--- src/rtl/uart_pkg.sv ---
// Shared UART definitions: transmitter state encoding, data width and the
// memory-mapped addresses the LSU decodes.
package uart_pkg;

  localparam int          UART_DATA_W  = 8;
  localparam logic [31:0] UART_TX_ADDR = 32'h1000_0000;
  localparam logic [31:0] UART_RX_ADDR = 32'h1000_0004;

  typedef enum logic [1:0] {
    IDLE,
    START,
    DATA,
    STOP
  } tx_state_t;

  function automatic int clks_per_bit(input int clk_freq, input int baud);
    return clk_freq / baud;
  endfunction

endpackage

--- src/rtl/uart_tx_fifo.sv ---
// Small synchronous byte FIFO between the LSU store path and the serialiser.
// Read data is presented combinationally from the head entry.
module uart_tx_fifo
  import uart_pkg::*;
#(
  parameter int DEPTH = 4,
  parameter int WIDTH = UART_DATA_W
) (
  input  logic                     clk,
  input  logic                     rst_n,
  input  logic                     push,
  input  logic [WIDTH-1:0]         push_data,
  input  logic                     pop,
  output logic [WIDTH-1:0]         pop_data,
  output logic                     full,
  output logic                     empty,
  output logic [$clog2(DEPTH):0]   count
);

  localparam int PTR_W = $clog2(DEPTH);

  generate
    if (DEPTH < 2 || (DEPTH & (DEPTH - 1)) != 0) begin : g_bad_depth
      $error("uart_tx_fifo: DEPTH must be a power of two and >= 2");
    end
  endgenerate

  logic [WIDTH-1:0] mem_reg [DEPTH];
  logic [PTR_W-1:0] wr_ptr_reg, rd_ptr_reg;
  logic [PTR_W:0]   count_reg;
  logic             push_ok, pop_ok;

  assign full     = (count_reg == (PTR_W+1)'(DEPTH));
  assign empty    = (count_reg == '0);
  assign count    = count_reg;
  assign push_ok  = push && !full;
  assign pop_ok   = pop && !empty;
  assign pop_data = mem_reg[rd_ptr_reg];

  // Storage carries no reset; only pointers and occupancy define validity.
  always_ff @(posedge clk) begin
    if (push_ok) begin
      mem_reg[wr_ptr_reg] <= push_data;
    end
  end

  always_ff @(posedge clk or negedge rst_n) begin
    if (!rst_n) begin
      wr_ptr_reg <= '0;
      rd_ptr_reg <= '0;
      count_reg  <= '0;
    end else begin
      if (push_ok) wr_ptr_reg <= wr_ptr_reg + 1'b1;
      if (pop_ok)  rd_ptr_reg <= rd_ptr_reg + 1'b1;
      case ({push_ok, pop_ok})
        2'b10:   count_reg <= count_reg + 1'b1;
        2'b01:   count_reg <= count_reg - 1'b1;
        default: count_reg <= count_reg;
      endcase
    end
  end

endmodule

--- src/rtl/uart_tx.sv ---
// Memory-mapped UART transmitter: buffers LSU store bytes and sends them
// 8N1, LSB first, with back-to-back frames when the FIFO stays non-empty.
module uart_tx
  import uart_pkg::*;
#(
  parameter int CLK_FREQ   = 50_000_000,
  parameter int BAUD       = 115_200,
  parameter int FIFO_DEPTH = 4
) (
  input  logic                   clk,
  input  logic                   rst_n,
  input  logic                   uart_tx_en,
  input  logic [UART_DATA_W-1:0] uart_tx_data,
  output logic                   uart_tx_ready,
  output logic                   tx,
  output logic                   tx_busy
);

  localparam int CLKS_PER_BIT = clks_per_bit(CLK_FREQ, BAUD);
  localparam int BAUD_W       = (CLKS_PER_BIT < 2) ? 1 : $clog2(CLKS_PER_BIT);
  localparam logic [BAUD_W-1:0] BAUD_LAST = BAUD_W'(CLKS_PER_BIT - 1);

  generate
    if (CLKS_PER_BIT < 2) begin : g_bad_baud
      $error("uart_tx: CLK_FREQ / BAUD must be at least 2");
    end
  endgenerate

  tx_state_t              state_reg, state_next;
  logic [BAUD_W-1:0]      baud_cnt_reg, baud_cnt_next;
  logic [2:0]             bit_idx_reg, bit_idx_next;
  logic [UART_DATA_W-1:0] shift_reg, shift_next;
  logic                   tx_reg, tx_next;

  logic                          fifo_pop;
  logic [UART_DATA_W-1:0]        fifo_rd_data;
  logic                          fifo_full, fifo_empty;
  logic [$clog2(FIFO_DEPTH):0]   fifo_count;
  logic                          baud_done;

  uart_tx_fifo #(
    .DEPTH (FIFO_DEPTH),
    .WIDTH (UART_DATA_W)
  ) u_fifo (
    .clk       (clk),
    .rst_n     (rst_n),
    .push      (uart_tx_en),
    .push_data (uart_tx_data),
    .pop       (fifo_pop),
    .pop_data  (fifo_rd_data),
    .full      (fifo_full),
    .empty     (fifo_empty),
    .count     (fifo_count)
  );

  assign baud_done     = (baud_cnt_reg == BAUD_LAST);
  assign uart_tx_ready = !fifo_full;
  assign tx_busy       = (state_reg != IDLE) || (fifo_count != '0);
  assign tx            = tx_reg;

  always_ff @(posedge clk or negedge rst_n) begin
    if (!rst_n) begin
      state_reg    <= IDLE;
      baud_cnt_reg <= '0;
      bit_idx_reg  <= '0;
      shift_reg    <= '0;
      tx_reg       <= 1'b1;
    end else begin
      state_reg    <= state_next;
      baud_cnt_reg <= baud_cnt_next;
      bit_idx_reg  <= bit_idx_next;
      shift_reg    <= shift_next;
      tx_reg       <= tx_next;
    end
  end

  // tx_next is the line level for the cycle after this edge, so the
  // serial output is a plain flop with no input-to-output path.
  always_comb begin
    state_next    = state_reg;
    baud_cnt_next = baud_done ? '0 : baud_cnt_reg + 1'b1;
    bit_idx_next  = bit_idx_reg;
    shift_next    = shift_reg;
    tx_next       = tx_reg;
    fifo_pop      = 1'b0;

    case (state_reg)
      IDLE: begin
        baud_cnt_next = '0;
        tx_next       = 1'b1;
        if (!fifo_empty) begin
          fifo_pop   = 1'b1;
          shift_next = fifo_rd_data;
          state_next = START;
          tx_next    = 1'b0;
        end
      end
      START: begin
        if (baud_done) begin
          state_next   = DATA;
          bit_idx_next = '0;
          tx_next      = shift_reg[0];
        end
      end
      DATA: begin
        if (baud_done) begin
          shift_next = shift_reg >> 1;
          if (bit_idx_reg == 3'd7) begin
            state_next = STOP;
            tx_next    = 1'b1;
          end else begin
            bit_idx_next = bit_idx_reg + 1'b1;
            tx_next      = shift_reg[1];
          end
        end
      end
      STOP: begin
        if (baud_done) begin
          if (!fifo_empty) begin
            fifo_pop   = 1'b1;
            shift_next = fifo_rd_data;
            state_next = START;
            tx_next    = 1'b0;
          end else begin
            state_next = IDLE;
            tx_next    = 1'b1;
          end
        end
      end
      default: begin
        state_next = IDLE;
        tx_next    = 1'b1;
      end
    endcase
  end

endmodule

--- config.mk ---
export PLATFORM = sky130hd
export DESIGN_NAME = uart_tx
export DESIGN_NICKNAME = d
export VERILOG_FILES = /design/src/rtl/uart_pkg.sv /design/src/rtl/uart_tx_fifo.sv /design/src/rtl/uart_tx.sv
export SDC_FILE = /design/constraint.sdc
export NUM_CORES = 1
export LEC_CHECK = 0
export CAP_MARGIN = 0
export CORE_ASPECT_RATIO = 0.5
export CORE_MARGIN = 2
export CORE_UTILIZATION = 55
export DETAILED_ROUTE_END_ITERATION = 6
export PLACE_DENSITY = 0.85
export SYNTH_ARGS = -nofsm -noshare
export SYNTH_HDL_FRONTEND = slang
export SYNTH_SLANG_ARGS = --single-unit
--- constraint.sdc ---
create_clock -name clk -period 3 [get_ports clk]
set_input_delay 0.3 -clock clk [delete_from_list [all_inputs] [get_ports clk]]
set_output_delay 0.3 -clock clk [all_outputs]
set_load 0.01 [all_outputs]
# --- Word-level counts from Yosys, hierarchy flattened ---
# Memory sizes are Yosys's and may differ from the RTL's.
# Index checks and enable logic that the tools add are counted.
op_classes:
  add_sub_neg: 6
  n_eq_ne: 14
  mux: 29
  reduce_logical: 16
ops:
  columns: ["op", "count"]
  rows:
  - ["2-to-1 mux 8 bit", 3]
  - ["one-hot mux 8 bit (3 select lines)", 1]
  - ["2-to-1 mux 9 bit", 2]
  - ["inequality test 2 bit (second input constant)", 6]
  - ["one-hot mux 3 bit (2 select lines)", 2]
  - ["2-to-1 mux 1 bit", 10]
  - ["2-to-1 mux 2 bit", 5]
  - ["adder 9 x 1 -> 9 bit (second input constant)", 1]
  - ["== test 9 bit (second input constant)", 1]
  - ["2-to-1 mux 3 bit", 3]
  - ["one-hot mux 2 bit (4 select lines)", 1]
  - ["adder 3 x 1 -> 3 bit (second input constant)", 2]
  - ["== test 2 bit (second input constant)", 3]
  - ["== test 3 bit (second input constant)", 2]
  - ["AND reduction 3 bit", 2]
  - ["nonzero test 2 bit", 3]
  - ["nonzero test 3 bit", 2]
  - ["AND reduction 5 bit", 1]
  - ["adder 2 x 1 -> 2 bit (second input constant)", 2]
  - ["== test 2 x 1 -> 1 bit (second input constant)", 2]
  - ["one-hot mux 1 bit (4 select lines)", 1]
  - ["AND reduction 4 bit", 1]
  - ["logical NOT 3 bit", 1]
  - ["subtractor 3 x 1 -> 3 bit (second input constant)", 1]
  - ["other kinds (5)", 7]
word_totals:
  register_bits: 30
  ram_bits: 32
  inputBits: 11
  out_inout_bits: 3
  wordCells: 74
  mem_count: 1
memory_table:
  columns: ["name", "words", "width", "rd", "rd_ports_with_merged_regs", "write_ports", "line_no", "text"]
  rows:
  - ["u_fifo.mem_reg", 4, 8, 1, 0, 1, "uart_tx_fifo.sv:28", "logic [WIDTH-1:0] mem_reg [DEPTH];"]

# --- Longest topological paths before layout ---
# Gate-level depths: netlist of the first run.
logic_depth:
  word_depth: 7
  ltp_mapped: 12
  depth_no_buf: 11

# --- Modules after synthesis ---
# A second synthesis of the first run with hierarchy kept.
hier_totals:
  hier_cells: 197
  area_unflattened_um2: 2920.3
by_module_without_submodules:
  columns: ["module", "n_inst", "cells_per_inst", "area_per_inst_um2", "seq_area_each_um2"]
  rows:
  - ["uart_tx_fifo", 1, 79, 1592.8, 1136.1]
  - ["uart_tx", 1, 118, 1327.5, 576.8]

# --- Worst setup path before layout of the first run ---
# Ideal clock, no wire load.
synth_path:
  path_kind: "flip-flop to flip-flop"
  startpoint: "register baud_cnt_reg[1]"
  endpoint: "register u_fifo.count_reg[2], in the netlist u_fifo.count[2]"
  setup_ns: 0.079
  arrival_ns: 2.197
  required_time_ns: 2.921
  setup_slack_ns: 0.724
  stages_incl_launch_ff: 13
  n_path_buf: 1
  period_less_slack_ns: 2.276
  path_cell_list: "dfrtp_1 inv_1 ha_1 and4b_1 buf_4 a31oi_1 nor3_1 ha_1 inv_1 fa_1 xor2_1 nor2_1 xor2_1"
synth_between:
  elab_chain_len: 6
  word_cells_on_any_way: 8
  cone_classes: "eq/ne (3); mux (3); reduce/logical (2)"
synth_lines:
  columns: ["item", "line_no", "text"]
  rows:
  - ["from (decl)", "uart_tx.sv:30", "logic [BAUD_W-1:0] baud_cnt_reg, baud_cnt_next;"]
  - ["from (signal assigned)", "uart_tx.sv:70", "baud_cnt_reg <= baud_cnt_next;"]
  - ["== test 9 bit (*)", "uart_tx.sv:56", "assign baud_done = (baud_cnt_reg == BAUD_LAST);"]
  - ["2-to-1 mux 1 bit (*)", "uart_tx.sv:118", "if (baud_done) begin"]
  - ["one-hot mux 1 bit (2 select lines) (*)", "uart_tx.sv:87", "case (state_reg)"]
  - ["logical AND 1 bit (*)", "uart_tx_fifo.sv:37", "assign pop_ok = pop && !empty;"]
  - ["net u_fifo.pop_ok", "uart_tx_fifo.sv:31", "logic push_ok, pop_ok;"]
  - ["== test 2 x 1 -> 1 bit or == test 2 bit (tied branches)", "uart_tx_fifo.sv:55", "case ({push_ok, pop_ok})"]
  - ["one-hot mux 3 bit (2 select lines) or nonzero test 2 bit (tied branches)", null, null]
  - ["to (signal assigned)", "uart_tx_fifo.sv:56", "2'b10: count_reg <= count_reg + 1'b1;"]
  - ["to (signal assigned)", "uart_tx_fifo.sv:57", "2'b01: count_reg <= count_reg - 1'b1;"]
  - ["to (signal assigned)", "uart_tx_fifo.sv:58", "default: count_reg <= count_reg;"]
  - ["to (decl)", "uart_tx_fifo.sv:30", "logic [PTR_W:0] count_reg;"]
# Mark *: on every way through the listed nets, which the timed path passes. The rest lies on a longest branch.
# A chain may end at the register's enable or synchronous reset.

# --- Worst setup path after layout of the first run ---
# Ends and elaborated chain as after synthesis.

==> impl_metrics.tcl, run 1 <==
set metrics [dict create \
    ys_seq_area_share_pct 58.96 \
    grt_max_degree 31 \
    syn-num-nets 240 \
    syn-cell-area_um2 2905 \
    async_flop_share_pct 48.39 \
    max_stage_delay_ps 400 \
    tightest_slew_ps 834.1 \
    cp-end-kind "flip-flop" \
    grt_util_all_layers_pct 19.42 \
    yosysWarnings 0 \
    r2r_setup_slack_ps 430 \
    fin_util_pct 65.97 \
    largest_register_ffs 32 \
    grt_pass1_wl_um 8590 \
    min_path_type "input port to async pin" \
    drtPass1Iterations 4 \
    synth_edf_count 32 \
    power_mw 2.098 \
    clk_path_buf_depth 2 \
    finalCritPeriodShare_pct 85.80 \
    syn_avg_cell_area_um2 13.58 \
    synth_cell_type_count 46 \
    setup_violations 0 \
    io_pins 14 \
    worstPathRequired_ps 3270 \
    critPathKind "flip-flop to flip-flop" \
    clockRootBuffer "clkbuf_8" \
    port_buffers 13 \
    yosys-top-cells-count "edfxtp_1 (32), dfrtp_1 (29), ha_1 (14), nor2_1 (14)" \
    final_hold_viol_count 0 \
    start_util_pct 58.11 \
    cts_made_buffers 9 \
    antenna_left 0 \
    status "complete, no violations" \
    cp.depth 11 \
    area_growth_pct 13.52 \
    totalWireLength_um 5158 \
    wire_per_inst_um 16.69 \
    synth_area_leaders "edfxtp_1 (33%), dfrtp_1 (25%), ha_1 (6.0%)" \
    arrival_ps 2840 \
    hold_ws_ps 336.7 \
    reg2reg_from "baud_cnt_reg[1]" \
    place_hpwl_um 3556 \
    startpoint_type "flip-flop" \
    final.min_clock_period_ps 2574 \
    rsz0062_at_grt "false" \
    synth_cells 214 \
    coreArea_um2 5000 \
    antenna_cells 0 \
    crit_slowest_cell "dfrtp_1" \
    cts_tree "done" \
    cp_cell_sequence "inv_1, ha_1, and4b_1, a31oi_1, nor3_1, ha_1, inv_1, fa_1, xor2_1, nor2_1, xor2_1" \
    post-place-ws_ps 467.0 \
    cts_max_level 3 \
    slew_headroom_pct 44.40 \
    max_freq_mhz 388.5 \
    die_h_um 55.39 \
    crit_buf_inv 2 \
    finalSetupTns_ps 0 \
    post-cts-setup-buffer-count 0 \
    gp_congestion 0.7829 \
    die-area_um2 5915 \
    peakVddDrop_mv 0.3541 \
    die_w_um 106.8 \
    drt_iter0_markers 111 \
    cts_resized 0 \
    fin_ws_ps 425.9 \
    path_max_fanout 6 \
    p_per_area_nw_per_um2 636.2 \
    p_leak_nw 1.447 \
    vias 1728 \
    first_global_vias 1835 \
    drc 0 \
    antenna_found_initial 0 \
    synth_most_common_cell "edfxtp_1" \
    r2r_end "u_fifo.count[2]" \
    cts_hold_buf 0 \
    layout-drive-gt1-share_pct 17.99 \
    critPathTopFamily "simple AND/OR/NAND/NOR gates" \
    synth_seq_cells 62 \
    fin_nets 260 \
    rr_worst_depth 11 \
    maxCapViolCount 0 \
    grt-ovfl-total 0 \
    fp-row-count 18 \
    slew_viol_final 0 \
    synthFlopType "edfxtp_1" \
    netlist.area_leader.share_pct 33.07 \
    nFillCells 367 \
    yosysTopAreaCell "edfxtp_1" \
    viasPerCell 5.592 \
    clkLatencyLatePin_ps 340 \
    clock_sinks 62 \
    clk_pin_slew_ps 70 \
    fin_skew_ps 7.414 \
]
logic make-up (layout without fill, tap and decap cells):
family                     Yosys count  in the layout  share of synthesized area (%)
AOI/OAI and AO/OA                   24             24                          6.848
xor gates and xnor gates            13             13                          3.919
adders and majority gates           15             15                          6.718
buffers and inverters               20             45                          3.058
DFF                                 62             62                          58.96
muxes                               25             25                          10.59
and+or+nand+nor                     55             55                          9.906
cells in the final DEF (no fill, tap or decap), types with 2 or more instances in the layout:
cell type,n
dfrtp_1,29
mux2i_1,9
nor3_1,5
o221a_2,6
clkbuf_8,9
nor2b_1,2
mux2_4,7
buf_4,2
edfxtp_1,32
xnor2_1,7
inv_1,13
ha_1,14
nand2_1,13
clkinv_1,2
o21ai_0,4
clkdlybuf4s50_1,13
a22o_1,3
nand3_1,5
mux2_2,8
nor2_1,14
and3_1,5
nand4_1,2
inv_6,2
xor2_1,6
a221oi_1,2
through the flow:
step / instance area (µm²) / cells
after floorplan: 2905 / 214
after global routing: 3298 / 309
final: 3298 / 309
after global placement: 3102 / 293
after CTS: 3298 / 309
after detailed placement: 3102 / 293
cell type report:
| class | instances | area, µm² | area share [%] |
|---|---|---|---|
| Multi-Input combinational cell | 132 | 1104 | 33.46 |
| Sequential cell | 62 | 1713 | 51.93 |
| Clock inverter | 7 | 72.57 | 2.200 |
| Inverter | 14 | 52.55 | 1.593 |
| Clock buffer | 9 | 123.9 | 3.756 |
| Tap cell | 70 | 87.58 | 2.656 |
| Timing Repair Buffer | 15 | 145.1 | 4.401 |
report_power, final:
group | total, mW | internal (mW) | switching (mW) | leakage [nW]
Clock | 0.723 | 0.386 | 0.337 | 0.0976
Sequential | 1.08 | 1.03 | 0.0475 | 0.658
Combinational | 0.298 | 0.126 | 0.172 | 0.691
worst max-delay path by stage:
stage	from	end	slack, ps
3_5_place_dp	baud_cnt_reg[1]	u_fifo.count[2]	470
6_report	baud_cnt_reg[1]	u_fifo.count[2]	430
2_1_floorplan	baud_cnt_reg[1]	u_fifo.count[2]	720
3_3_place_gp	baud_cnt_reg[1]	u_fifo.count[2]	580
4_1_cts	baud_cnt_reg[1]	u_fifo.count[2]	430
5_1_grt	baud_cnt_reg[1]	u_fifo.count[2]	250
metal layers:
metal  GRT usage, %  vias up  routed length (µm)  share of wire (%)
met5              0        -                   0                  0
met4          9.276        0                  42               0.81
met1          22.67      856                2348                 46
met3          8.028        8                 256                5.0
met2          31.39       44                2511                 49
li1               -      820                   -                  -
(Power assumes the default switching activity.)
==> run 2, diff against run 1 <==
--- a/config.mk
+++ b/config.mk
@@ -5,12 +5,12 @@
 export SDC_FILE = /design/constraint.sdc
 export NUM_CORES = 1
 export LEC_CHECK = 0
-export CAP_MARGIN = 0
 export CORE_ASPECT_RATIO = 0.5
 export CORE_MARGIN = 2
 export CORE_UTILIZATION = 55
 export DETAILED_ROUTE_END_ITERATION = 6
 export PLACE_DENSITY = 0.85
+export SLEW_MARGIN = 25
 export SYNTH_ARGS = -nofsm -noshare
 export SYNTH_HDL_FRONTEND = slang
 export SYNTH_SLANG_ARGS = --single-unit
==> results of run 2 <==
No change in the layout: final DEF, timing and power equal those of run 1.
